--- src/rtl/count19_pkg.sv ---
// Shared state encodings and display constants for the 0-19 counter run controller.
package count19_pkg;

  typedef logic [1:0] state_t;

  localparam state_t IDLE  = 2'b00;
  localparam state_t RUN   = 2'b01;
  localparam state_t PAUSE = 2'b10;

  localparam logic [1:0] DIG_ONES  = 2'b01;
  localparam logic [1:0] DIG_TENS  = 2'b10;
  localparam logic [1:0] DIG_OFF   = 2'b00;
  localparam logic [3:0] BCD_BLANK = 4'hF;

endpackage

--- src/rtl/btn_edge.sv ---
// Two-flop synchronizer plus rising-edge pulse for one debounced button level.
module btn_edge (
  input  logic clk,
  input  logic rst_n,
  input  logic btn,
  output logic pulse
);

  logic s1, s2, s3;
  logic v1, v2;
  logic armed;

  // Edges are only reported once a genuine released level has been seen after
  // reset, so a button held through reset stays silent until pressed again.
  always_ff @(posedge clk or negedge rst_n) begin
    if (!rst_n) begin
      s1    <= 1'b0;
      s2    <= 1'b0;
      s3    <= 1'b0;
      v1    <= 1'b0;
      v2    <= 1'b0;
      armed <= 1'b0;
    end else begin
      s1 <= btn;
      s2 <= s1;
      s3 <= s2;
      v1 <= 1'b1;
      v2 <= v1;
      if (v2 && !s2) armed <= 1'b1;
    end
  end

  assign pulse = armed & s2 & ~s3;

endmodule

--- src/rtl/count19_ctrl.sv ---
// Run controller for the 0..MAX_COUNT counter: IDLE/RUN/PAUSE sequencing and digit scan.
// Optional BLANK_LEAD_ZERO_EN blanks the tens digit when it is zero.
module count19_ctrl
  import count19_pkg::*;
#(
  parameter int TICK_DIV  = 50_000_000,
  parameter int SCAN_DIV  = 50_000,
  parameter int MAX_COUNT = 19
) (
  input  logic       clk,
  input  logic       rst_n,
  input  logic       btn_start,
  input  logic       btn_pause,
  input  logic       btn_clear,
  input  logic [3:0] bcd_tens,
  input  logic [3:0] bcd_ones,
  output logic [4:0] bin,
  output logic       running,
  output logic       wrap,
  output logic [1:0] dig_sel,
  output logic [3:0] scan_bcd
);

  localparam int TW = $clog2(TICK_DIV);
  localparam int SW = $clog2(SCAN_DIV);
  localparam logic [TW-1:0] TICK_LAST = TW'(TICK_DIV - 1);
  localparam logic [SW-1:0] SCAN_LAST = SW'(SCAN_DIV - 1);
  localparam logic [4:0]    CNT_MAX   = 5'(MAX_COUNT);

  logic start_p, pause_p, clr_p;

  btn_edge u_start (.clk(clk), .rst_n(rst_n), .btn(btn_start), .pulse(start_p));
  btn_edge u_pause (.clk(clk), .rst_n(rst_n), .btn(btn_pause), .pulse(pause_p));
  btn_edge u_clear (.clk(clk), .rst_n(rst_n), .btn(btn_clear), .pulse(clr_p));

  state_t        state;
  logic [TW-1:0] tick_cnt;
  logic [4:0]    count;

  // An accepted pause leaves tick_cnt untouched, even at its terminal value,
  // so the pending step fires on the first cycle after resume.
  always_ff @(posedge clk or negedge rst_n) begin
    if (!rst_n) begin
      state    <= IDLE;
      tick_cnt <= '0;
      count    <= '0;
      wrap     <= 1'b0;
    end else begin
      wrap <= 1'b0;
      if (clr_p) begin
        state    <= IDLE;
        tick_cnt <= '0;
        count    <= '0;
      end else begin
        case (state)
          IDLE: begin
            tick_cnt <= '0;
            count    <= '0;
            if (start_p) state <= RUN;
          end
          RUN: begin
            if (pause_p) begin
              state <= PAUSE;
            end else if (tick_cnt == TICK_LAST) begin
              tick_cnt <= '0;
              if (count == CNT_MAX) begin
                count <= '0;
                wrap  <= 1'b1;
              end else begin
                count <= count + 5'd1;
              end
            end else begin
              tick_cnt <= tick_cnt + TW'(1);
            end
          end
          PAUSE: begin
            if (start_p || pause_p) state <= RUN;
          end
          default: state <= IDLE;
        endcase
      end
    end
  end

  assign bin     = count;
  assign running = (state == RUN);

  logic [SW-1:0] scan_cnt;
  logic          slot_tens;

  always_ff @(posedge clk or negedge rst_n) begin
    if (!rst_n) begin
      scan_cnt  <= '0;
      slot_tens <= 1'b0;
    end else if (scan_cnt == SCAN_LAST) begin
      scan_cnt  <= '0;
      slot_tens <= ~slot_tens;
    end else begin
      scan_cnt <= scan_cnt + SW'(1);
    end
  end

  always_comb begin
    dig_sel  = slot_tens ? DIG_TENS : DIG_ONES;
    scan_bcd = slot_tens ? bcd_tens : bcd_ones;
`ifdef BLANK_LEAD_ZERO_EN
    if (slot_tens && (bcd_tens == 4'd0)) begin
      dig_sel  = DIG_OFF;
      scan_bcd = BCD_BLANK;
    end
`endif
  end

endmodule

--- config.mk ---
export PLATFORM = sky130hd
export DESIGN_NAME = count19_ctrl
export DESIGN_NICKNAME = d
export VERILOG_FILES = /design/src/rtl/count19_pkg.sv /design/src/rtl/btn_edge.sv /design/src/rtl/count19_ctrl.sv
export SDC_FILE = /design/constraint.sdc
export NUM_CORES = 1
export LEC_CHECK = 0
export ABC_AREA = 1
export CORE_AREA = 10 10 90 111
export DETAILED_ROUTE_END_ITERATION = 8
export DIE_AREA = 0 0 100 121
export PLACE_DENSITY = 0.65
export RECOVER_POWER = 50
export SYNTH_ARGS = -nofsm -noshare
export SYNTH_HDL_FRONTEND = slang
export SYNTH_SLANG_ARGS = --single-unit
--- constraint.sdc ---
create_clock -name clk -period 1.68 [get_ports clk]
set_clock_uncertainty 0.1 [all_clocks]
set_input_delay 0.168 -clock clk [delete_from_list [all_inputs] [get_ports clk]]
set_output_delay 0.168 -clock clk [all_outputs]
set_load 0.05 [all_outputs]
# == After elaboration in Yosys (flattened, before gate mapping) ==
# Cells that the tools add are included.
# totals
reg_bits,65
in_bits,13
# op_classes
addsub,3
eq_ne,10
muxes,22
bitwise,10
reduce_logical,12
# ops
op,count
2-to-1 mux 26 bit,3
one-hot mux 26 bit (2 select lines),1
"adder 26 x 1 -> 26 bit, second input constant",1
"== test 26 bit, second input constant",1
2-to-1 mux 5 bit,4
"adder 16 x 1 -> 16 bit, second input constant",1
"== test 16 bit, second input constant",1
2-to-1 mux 16 bit,1
2-to-1 mux 2 bit,5
one-hot mux 5 bit (2 select lines),1
bitwise AND 1 bit,6
"!= test 3 x 1 -> 1 bit, second input constant",2
"!= test 3 bit, second input constant",2
one-hot mux 2 bit (3 select lines),1
AND reduction 3 bit,2
"adder 5 x 1 -> 5 bit, second input constant",1
"== test 5 bit, second input constant",1
2-to-1 mux 1 bit,5
2-to-1 mux 4 bit,1
inverter 1 bit,4
logical AND 1 bit,3
logical NOT 1 bit,3
"!= test 3 x 2 -> 1 bit, second input constant",1
nonzero test 3 bit,1
other kinds (5),5

# == Logic depth before layout (Yosys ltp) ==
# Gate-level depths: netlist of the first run.
# logic_depth
depth_word,6
mapped_depth,12
ltp_nobuf,10

# == By module ==
# A second synthesis of the first run with hierarchy kept.
# hier_totals
hier_cells,475
area_unflattened_um2,3614.7
# modules_own_cells
mod,instances,cells_per_inst,area_each_um2
count19_ctrl,1,436,3078.0
btn_edge,3,13,178.9

# == Worst setup path after synthesis of the first run ==
# OpenSTA, ideal clock, no wires.
# synth_path
path_kind,reg2reg
start,register state[0]
end,register tick_cnt[15]
setup_time_ns,0.071
arrival_ns,1.483
required_ns,1.509
setup_slack_ns,0.025
stages_incl_launch_ff,11
path_buffers,2
synth_period_minus_slack_ns,1.655
cell_sequence,dfrtp_1 inv_1 nor2_4 nand2_1 inv_1 nand2_2 nand2_2 buf_6 buf_6 nand2_1 nor2_1
# synth_via
elab_chain_len,3
# synth_lines
item,line_no,rtl
"start, declared",count19_ctrl.sv:36,state_t state;
"start signal, assigned",count19_ctrl.sv:44,state <= IDLE;
"start signal, assigned",count19_ctrl.sv:51,state <= IDLE;
"start signal, assigned",count19_ctrl.sv:59,if (start_p) state <= RUN;
== test 2 x 1 -> 1 bit (*),-,
named net running,count19_ctrl.sv:18,"output logic running,"
one-hot mux 26 bit (2 select lines) (tied with other cells),count19_ctrl.sv:55,case (state)
2-to-1 mux 26 bit / AND reduction 2 bit (equally long branches),-,
"end signal, assigned",count19_ctrl.sv:73,tick_cnt <= tick_cnt + TW'(1);
"end, declared",count19_ctrl.sv:37,logic [TW-1:0] tick_cnt;
# Mark *: on every way through the listed nets, which the timed path passes. The rest lies on a longest branch.
# A chain may end at the register's enable or synchronous reset.

# == Final worst setup path of the first run ==
# layout_path
start,register tick_cnt[0]
end,register tick_cnt[8]
# layout_via
elab_chain_len,5
# layout_lines
item,line_no,rtl
adder 26 x 1 -> 26 bit / == test 26 bit (equally long branches),"count19_ctrl.sv:73, count19_ctrl.sv:64",
2-to-1 mux 26 bit (*),count19_ctrl.sv:64,end else if (tick_cnt == TICK_LAST) begin
2-to-1 mux 26 bit (*),count19_ctrl.sv:62,if (pause_p) begin
one-hot mux 26 bit (2 select lines) (*),count19_ctrl.sv:55,
2-to-1 mux 26 bit (*),count19_ctrl.sv:50,if (clr_p) begin
# Mark *: on every way between the ends. The rest lies on a longest branch, timed or not. The select of a mux whose other input is x is not followed.

==> results of run 1 <==
==> metrics by stage <==
step	total power, mW	area (um^2)
global route	3.94	4560
floorplan	1.94	3450
detailed placement	2.19	4040
finish	3.79	4560
global placement	2.18	4040
CTS	3.65	4260
==> sequential cells by signal (all words and copies together), names as in the netlist <==
signal,count
bin,5
scan_cnt,16
slot_tens,1
state,2
tick_cnt,26
u_clear.armed,1
u_clear.s1,1
u_clear.s2,1
u_clear.s3,1
u_clear.v1,1
u_pause.armed,1
u_pause.s1,1
u_pause.s2,1
u_pause.s3,1
u_pause.v2,1
u_start.armed,1
u_start.s1,1
u_start.s2,1
u_start.s3,1
wrap,1
==> routing by layer <==
layer | global-route usage, % | part of all wire (%)
met5 | 0 | 0
met4 | 5.13 | 2.1
met3 | 3.36 | 2.6
met2 | 22.6 | 53
met1 | 14.3 | 42
==> final cells by class <==
cell class	count	area share, %
Clock inverter	7	1.84
Inverter	71	5.89
Multi-Input combinational cell	324	37.5
Tap cell	95	2.60
Timing Repair Buffer	60	13.8
Sequential cell	65	35.7
Clock buffer	9	2.71
==> synth_stat cells, types with 2 or more instances <==
master,instances,area share (%)
dfrtp_1,65,47
nand3_1,32,4.6
nand2_2,3,0.54
nor3_1,10,1.4
a31oi_1,2,0.36
buf_2,4,0.58
a21oi_1,2,0.29
nor4_1,2,0.36
o31ai_1,2,0.43
nand2_1,119,13
xor2_1,14,3.5
nand4_1,17,3.1
o21bai_1,3,0.65
nor2_4,2,0.65
inv_1,71,7.7
ha_1,3,1.1
buf_6,2,0.65
o21ai_0,16,2.3
nor2_1,88,9.6
==> power by group <==
part | internal [mW] | total, mW | switching, mW
logic | 0.302 | 0.704 | 0.402
registers | 1.60 | 1.64 | 0.0409
clock network | 0.717 | 1.44 | 0.726
==> worst register-to-register path: stages, from the launching register on <==
cell and delay, ns:
dfrtp_1 0.43, ha_4 0.17, inv_2 0.04, nor2_2 0.09, nand3_1 0.08, nor2_1 0.11, nand2_2 0.07, nand2_2 0.09
nand2_4 0.10, inv_4 0.10, buf_12 0.14, nor2_1 0.06
==> how the worst max path moves through the flow <==
stage	slack, ns	cells after the start	endpoint
floorplan	0.03	10	tick_cnt[15]
global placement	0.007	9	tick_cnt[24]
detailed placement	-0.03	9	tick_cnt[20]
CTS	0.02	11	tick_cnt[8]
global route	-0.1	11	tick_cnt[8]
finish	-0.001	11	tick_cnt[8]
==> repair_timing <==
action,in CTS,in global routing
endpoints found under the setup margin,6,35
hold endpoints to repair,65,0
hold buffers,1,0
pin swaps,0,19
buffers inserted,1,5
gates cloned,0,3
resized for setup,1,79
==> cell families (layout without fill, tap and decap cells) <==
family / Yosys count / in the layout / share of synthesized area (%)
AND/OR/NAND/NOR: 279 / 279 / 34.4
flip-flops: 65 / 65 / 47.1
other: 1 / 1 / 0.109
AO/OA/AOI/OAI: 26 / 26 / 4.31
buffers and inverters: 78 / 147 / 9.16
XOR/XNOR: 15 / 15 / 3.80
adder cells (fa/ha/maj): 3 / 3 / 1.09
==> metrics.txt, run 1 <==
starting density of the core=44.3%; gpl congestion=0.875; GRT Total Usage=12.8%; r2r setup slk=-0.001 ns; Layout area overhead=32.1%; # DRC=0; Seq/Total Area, Yosys=47.1%; first-pass GRT wire length=12.7 mm; num ports=26; grt ovf=0; hold path startpoint=u_clear.v1; Layout Cells excl Fill=631; Max Slew Vio Count=0; Core ar.=0.00779 mm^2; Leak=2.22 nW; Hold WS=0.252 ns; final WL=8.07 mm; critical path class=reg -> reg; H-tree levels=3; Die Y=121 um; CTS Buf Count=9; Period minus WS final=1.68 ns; layout cells sized above 1=23.9%; Clock Latency Late Sink=0.36 ns; Slew Limit Headroom=41.8%; FF/Latch Area=0.00163 mm^2; max-cap violations=0; maximum clock rate=0.595 GHz; most common library cell in the layout ignoring fill and taps=nand2_1; most frequent cells in the layout=105 x nand2_1, 65 x nor2_1, 64 x dfrtp_1, 63 x inv_1, 33 x buf_4; synthesized area=0.00345 mm^2; RSZ-0062 raised after global routing=yes; dpl ws=-0.0318 ns; DRT iter0 DRCs=106; PwrDens=831 mW/mm^2; Routed Antenna Nets=0; Worst Hold End=u_pause.v2; Worst Path Buf+Inv=3; post-layout util=58.6%; Fin. Hold Viols=0; Die W=100 um; Post-synth EDFFs=0; Die Footprint=0.0121 mm^2; Multi-input gate area=0.00171 mm^2; flops & latches, synth=65; vias=3117; fin crit share=100%; Final Net Count=547; critical path launch point type=flop; cells along the critical path=ha_4 > inv_2 > nor2_2 > nand3_1 > nor2_1 > nand2_2 > nand2_2 > nand2_4 > inv_4 > buf_12 > nor2_1; Ant. Diodes=0; maximum vdd ir drop=565 uV; FP Rows=36; worst setup margin=-0.00139 ns; Max stage delay on crit path=0.43 ns; Worst-path clk slew=0.09 ns; HPWL after detailed placement=5.62 mm; clk buf depth=2; capture point of the worst reg-to-reg path=tick_cnt[8]; prevailing post-synth register cell=dfrtp_1; Top delay family on crit path=simple AND/OR/NAND/NOR gates; slowest CP cell=dfrtp_1; Fin Setup TNS=-0.00139 ns; worst-path fanout max=6; status=complete, but fails checks; Yosys Warn Count=0; Worst Hold Class=reg -> reg; Post-Place Cells=605; fraction of registers with async set/reset=100%; post-synthesis net count=483; Synth cell types=29; wire per inst=12.8 um; largest net degree at the start of global routing=66; Filler cells=715; Worst R2R Start=tick_cnt[0]; initial antenna violation count=0; Crit. End Element=flop; failing checks=negative setup slack; setup violators final=1; CTS tree=built; number of global-route vias before repair=2898; Post-Synthesis Cells=467; Post-Syn Area per Cell=7.40 um^2; Critical path origin=tick_cnt[0]; FF-to-FF path depth=11; via density per instance=4.94; PortBufs=25; drt first pass iters=4; CTS root buf=clkbuf_8; hold path cells=0; Arr. time, crit path=1.81 ns; Worst-Margin Slew=0.874 ns; Critical Path RT=1.81 ns; CTS Sinks=65
Power figures use the tool's default switching activity.
==> run 2: changes to the inputs <==
==> constraint.sdc (replaced) <==
create_clock -name clk -period 1.5 [get_ports clk]
set_clock_uncertainty 0.1 [all_clocks]
set_input_delay 0.15 -clock clk [delete_from_list [all_inputs] [get_ports clk]]
set_output_delay 0.15 -clock clk [all_outputs]
set_load 0.05 [all_outputs]
==> run 2 against run 1 <==
Compared with the run above: the run still ends with negative setup slack left; clock power rose by 16%; cell count rose by 6.7%; combinational power rose by 13%; sequential power is 12% higher; critical path depth stayed put; routed wire length grew 9.1%; critical endpoint unchanged.
==> metrics.txt, run 2 (synthesis results as in run 1) <==
final WL=8.80 mm; Filler cells=652; PortBufs=25; FP Rows=36; starting density of the core=44.3%; most common library cell in the layout ignoring fill and taps=nand2_1; setup violators final=33; fin crit share=110%; Die W=100 um; GRT Total Usage=14.4%; gpl congestion=0.881; failing checks=negative setup slack; slowest CP cell=dfrtp_1; layout cells sized above 1=30.6%; Core ar.=0.00779 mm^2; max-cap violations=0; drt first pass iters=4; H-tree levels=3; Max stage delay on crit path=0.42 ns; worst-path fanout max=12; first-pass GRT wire length=14.3 mm; CTS root buf=clkbuf_8; Fin. Hold Viols=0; Layout area overhead=44.7%; Worst-path clk slew=0.08 ns; # DRC=0; Die Footprint=0.0121 mm^2; Worst-Margin Slew=0.898 ns; CTS Sinks=65; Gate power share=18.5%; Hold WS=0.249 ns; Layout Cells excl Fill=673; dpl ws=-0.135 ns; Clock power frac=38.8%; wire per inst=13.1 um; vias=3327; Critical Path RT=1.63 ns; CTS Buf Count=9; Leak=2.45 nW; num ports=26; maximum clock rate=0.609 GHz; worst setup margin=-0.143 ns; grt ovf=0; Arr. time, crit path=1.77 ns; via density per instance=4.94; Period minus WS final=1.64 ns; Die Y=121 um; clk buf depth=2; initial antenna violation count=0; DP Area=0.00443 mm^2; DRT iter0 DRCs=208; Worst Hold Class=reg -> reg; Crit. End Element=flop; post-layout util=64.1%; max reg flops=26; largest net degree at the start of global routing=66; HPWL after detailed placement=5.94 mm; Ant. Diodes=0; status=complete, but fails checks; Post-Place Cells=645; Flop pwr share=42.7%; maximum vdd ir drop=663 uV; Design Area, Final=0.00500 mm^2; cells along the critical path=ha_4 > inv_2 > nor2_2 > nand3_1 > nor2_1 > nand2_1 > nand2_2 > nand2_4 > inv_2 > buf_12 > nor2_1; critical path class=reg -> reg; Clock Latency Late Sink=0.35 ns; Int Pwr=3.13 mW; Routed Antenna Nets=0; Multi-input gate area=0.00174 mm^2; critical path launch point type=flop; most frequent cells in the layout=95 x nand2_1, 76 x nor2_1, 64 x inv_1, 64 x buf_4, 63 x dfrtp_1; FF/Latch Area=0.00163 mm^2; Most flops, register=tick_cnt; PwrDens=862 mW/mm^2; number of global-route vias before repair=3312; net switching power=1.18 mW; Max Slew Vio Count=0; Final Net Count=590; Sw Ratio=27.3%; Slew Limit Headroom=40.1%; CTS tree=built; RSZ-0062 raised after global routing=yes
==> run 2: changes by cell type in the layout (fill, tap and decap cells not counted), sizes merged <==
cell	previous run	this run
clkinvlp	1	3
inv	76	70
buf	45	89
bufinv	1	2
clkinv	0	1
==> run 2: power groups by stage <==
stage	clock network [mW]	registers [mW]	logic (mW)
floorplan	0	1.91	0.292
global placement	0	1.86	0.687
detailed placement	0	1.87	0.696
CTS	1.71	1.83	0.755
global route	1.79	1.84	0.864
finish	1.67	1.84	0.799
==> run 2: layer usage <==
metal  part of all wire, %  up-vias  GRT usage [%]
met5                     0        -              0
met4                   2.0        0           6.99
met3                   4.0       12           2.85
met2                    54       60           26.0
met1                    40     1584           15.6
li1                      -     1671              -
==> run 2: area by class of cell <==
type / count / share of cell area [%]
clock buffer: 10 / 2.75
clock inverter: 5 / 1.60
inverter: 71 / 5.41
multi-input combinational: 324 / 34.9
sequential: 65 / 32.6
tap: 95 / 2.38
timing repair buffer: 103 / 20.4
==> run 2: worst paths after layout <==
| path | cells after the start | slack, ns | start | end |
|---|---|---|---|---|
| min reg2reg | 0 | 0.25 | u_start.s1 | u_start.s2 |
| min | 0 | 0.25 | u_start.s1 | u_start.s2 |
| max in group asynchronous | 3 | 0.24 | rst_n | u_pause.s2 |
| max reg2reg | 11 | -0.14 | tick_cnt[1] | tick_cnt[8] |
| max | 11 | -0.14 | tick_cnt[1] | tick_cnt[8] |
| min in group asynchronous | 3 | 0.43 | rst_n | bin[4] |
==> run 2: stage by stage <==
| step | TNS [ns] | total power, mW |
|---|---|---|
| floorplan | -0.965 | 2.20 |
| global placement | -2.32 | 2.55 |
| detailed placement | -2.99 | 2.56 |
| CTS | -2.71 | 4.30 |
| global route | -7.01 | 4.50 |
| finish | -3.37 | 4.31 |
==> run 2: what timing repair did <==
item,4_1_cts,5_1_grt
setup endpoints to repair,35,48
pin swaps,3,19
hold buffers,1,0
setup buffers,6,6
cloned,1,0
endpoints found under the hold margin,65,0
gates resized for setup,22,60
==> run 2: worst max-delay path, delay by kind of cell, from the launching register on <==
family	cells	cell delay, ns
buf+inv	3	0.24
simple gates	7	0.58
fa+ha+maj	1	0.17
flops	1	0.42
==> variant (flow settings as in run 2) <==
The option `BLANK_LEAD_ZERO_EN` is turned on by a define.
--- a/src/rtl/count19_ctrl.sv
+++ b/src/rtl/count19_ctrl.sv
@@ -1,5 +1,7 @@
 // Run controller for the 0..MAX_COUNT counter: IDLE/RUN/PAUSE sequencing and digit scan.
 // Optional BLANK_LEAD_ZERO_EN blanks the tens digit when it is zero.
+`define BLANK_LEAD_ZERO_EN
+
 module count19_ctrl
   import count19_pkg::*;
 #(
Function: no difference found for any inputs over 10 cycles, from zero or initial values and one cycle with rst_n low; that may be too few to reach the edited logic, so the function may still have changed.
==> variant against run 2 <==
The run still ends with setup timing left; non-clock buffer count rose by 30; worst setup slack worse by 98 ps; critical endpoint is now tick_cnt[9]; die area did not move; global-route usage up 1.8 points; first-iteration DRC count down 37%; power increased by 3.3%; via count up 7.7%; area after synthesis grew 1.1%; final area grew 11%; sequential cell count is the same; wire length is 19% higher.
==> variant: results (changes against run 2) <==
metric;value;unit;change
grt_use_met1;17.2;%;+1.6 points
seq_area_frac_synth;46.6;%;-0.51 points
wl_met2;5600;um;+17%
grt_pass1_wl;16000;um;+12%
dp_hpwl;6630;um;+12%
postCtsSetupBuffers;14;;+8
fin_tns_setup;-6240;ps;-2870 ps
grt_pass1_vias;3572;;+7.9%
ir_worst_vdd;0.000620;V;-6.5%
met3_length;446;um;+27%
place_ws;-286;ps;-151 ps
violations;setup timing;;
finalSetupViolations;42;;+27%
layout-drive-gt1-share;42.8;%;+12 points
cts_resized;58;;+160%
met1_length;4020;um;+15%
drt-initial-drc-count;132;;-37%
outcome;finished with violations;;
drt-total-wl;10500;um;+19%
synth_commonest_cells;94 x nand2_1, 69 x inv_1, 65 x dfrtp_1, 65 x nor2_1, 31 x nand3_1;;
worst_slack;-240;ps;-97.5 ps
viasPerCell;5.17;;+4.6%
ys_types;35;;+21%
syn_nets;468;;-3.1%
path_max_fanout;7;;-5
power.total;4.45;mW;+3.3%
==> variant: cell type report <==
cell class | instances | area, sq um
clock buffers | 9 | 124
repair buffers | 133 | 1230
fillers | 551 | 2240
well taps | 95 | 119
flip-flops and latches | 65 | 1630
clock inverters | 7 | 95.1
multi-input cells | 308 | 2050
inverters | 76 | 293
==> variant: cells by family (layout without fill, tap and decap cells) <==
family / Yosys count / in the layout / share of synthesized area (%)
compound gates: 36 / 36 / 6.13
xor+xnor: 12 / 12 / 3.01
fa+ha+maj: 3 / 3 / 1.07
buf+inv: 80 / 225 / 9.17
flops: 65 / 65 / 46.6
other cells: 1 / 1 / 0.107
simple gates: 255 / 256 / 33.9
==> variant: worst register-to-register path, cell delays in order (launching register included) <==
cell and delay, ps:
dfrtp_1 400, inv_2 80, nand2_4 60, nor3_4 200, nand2_1 100, nor2_2 130, nand2_2 110, a21oi_4 200
buf_8 180, nor2_2 50
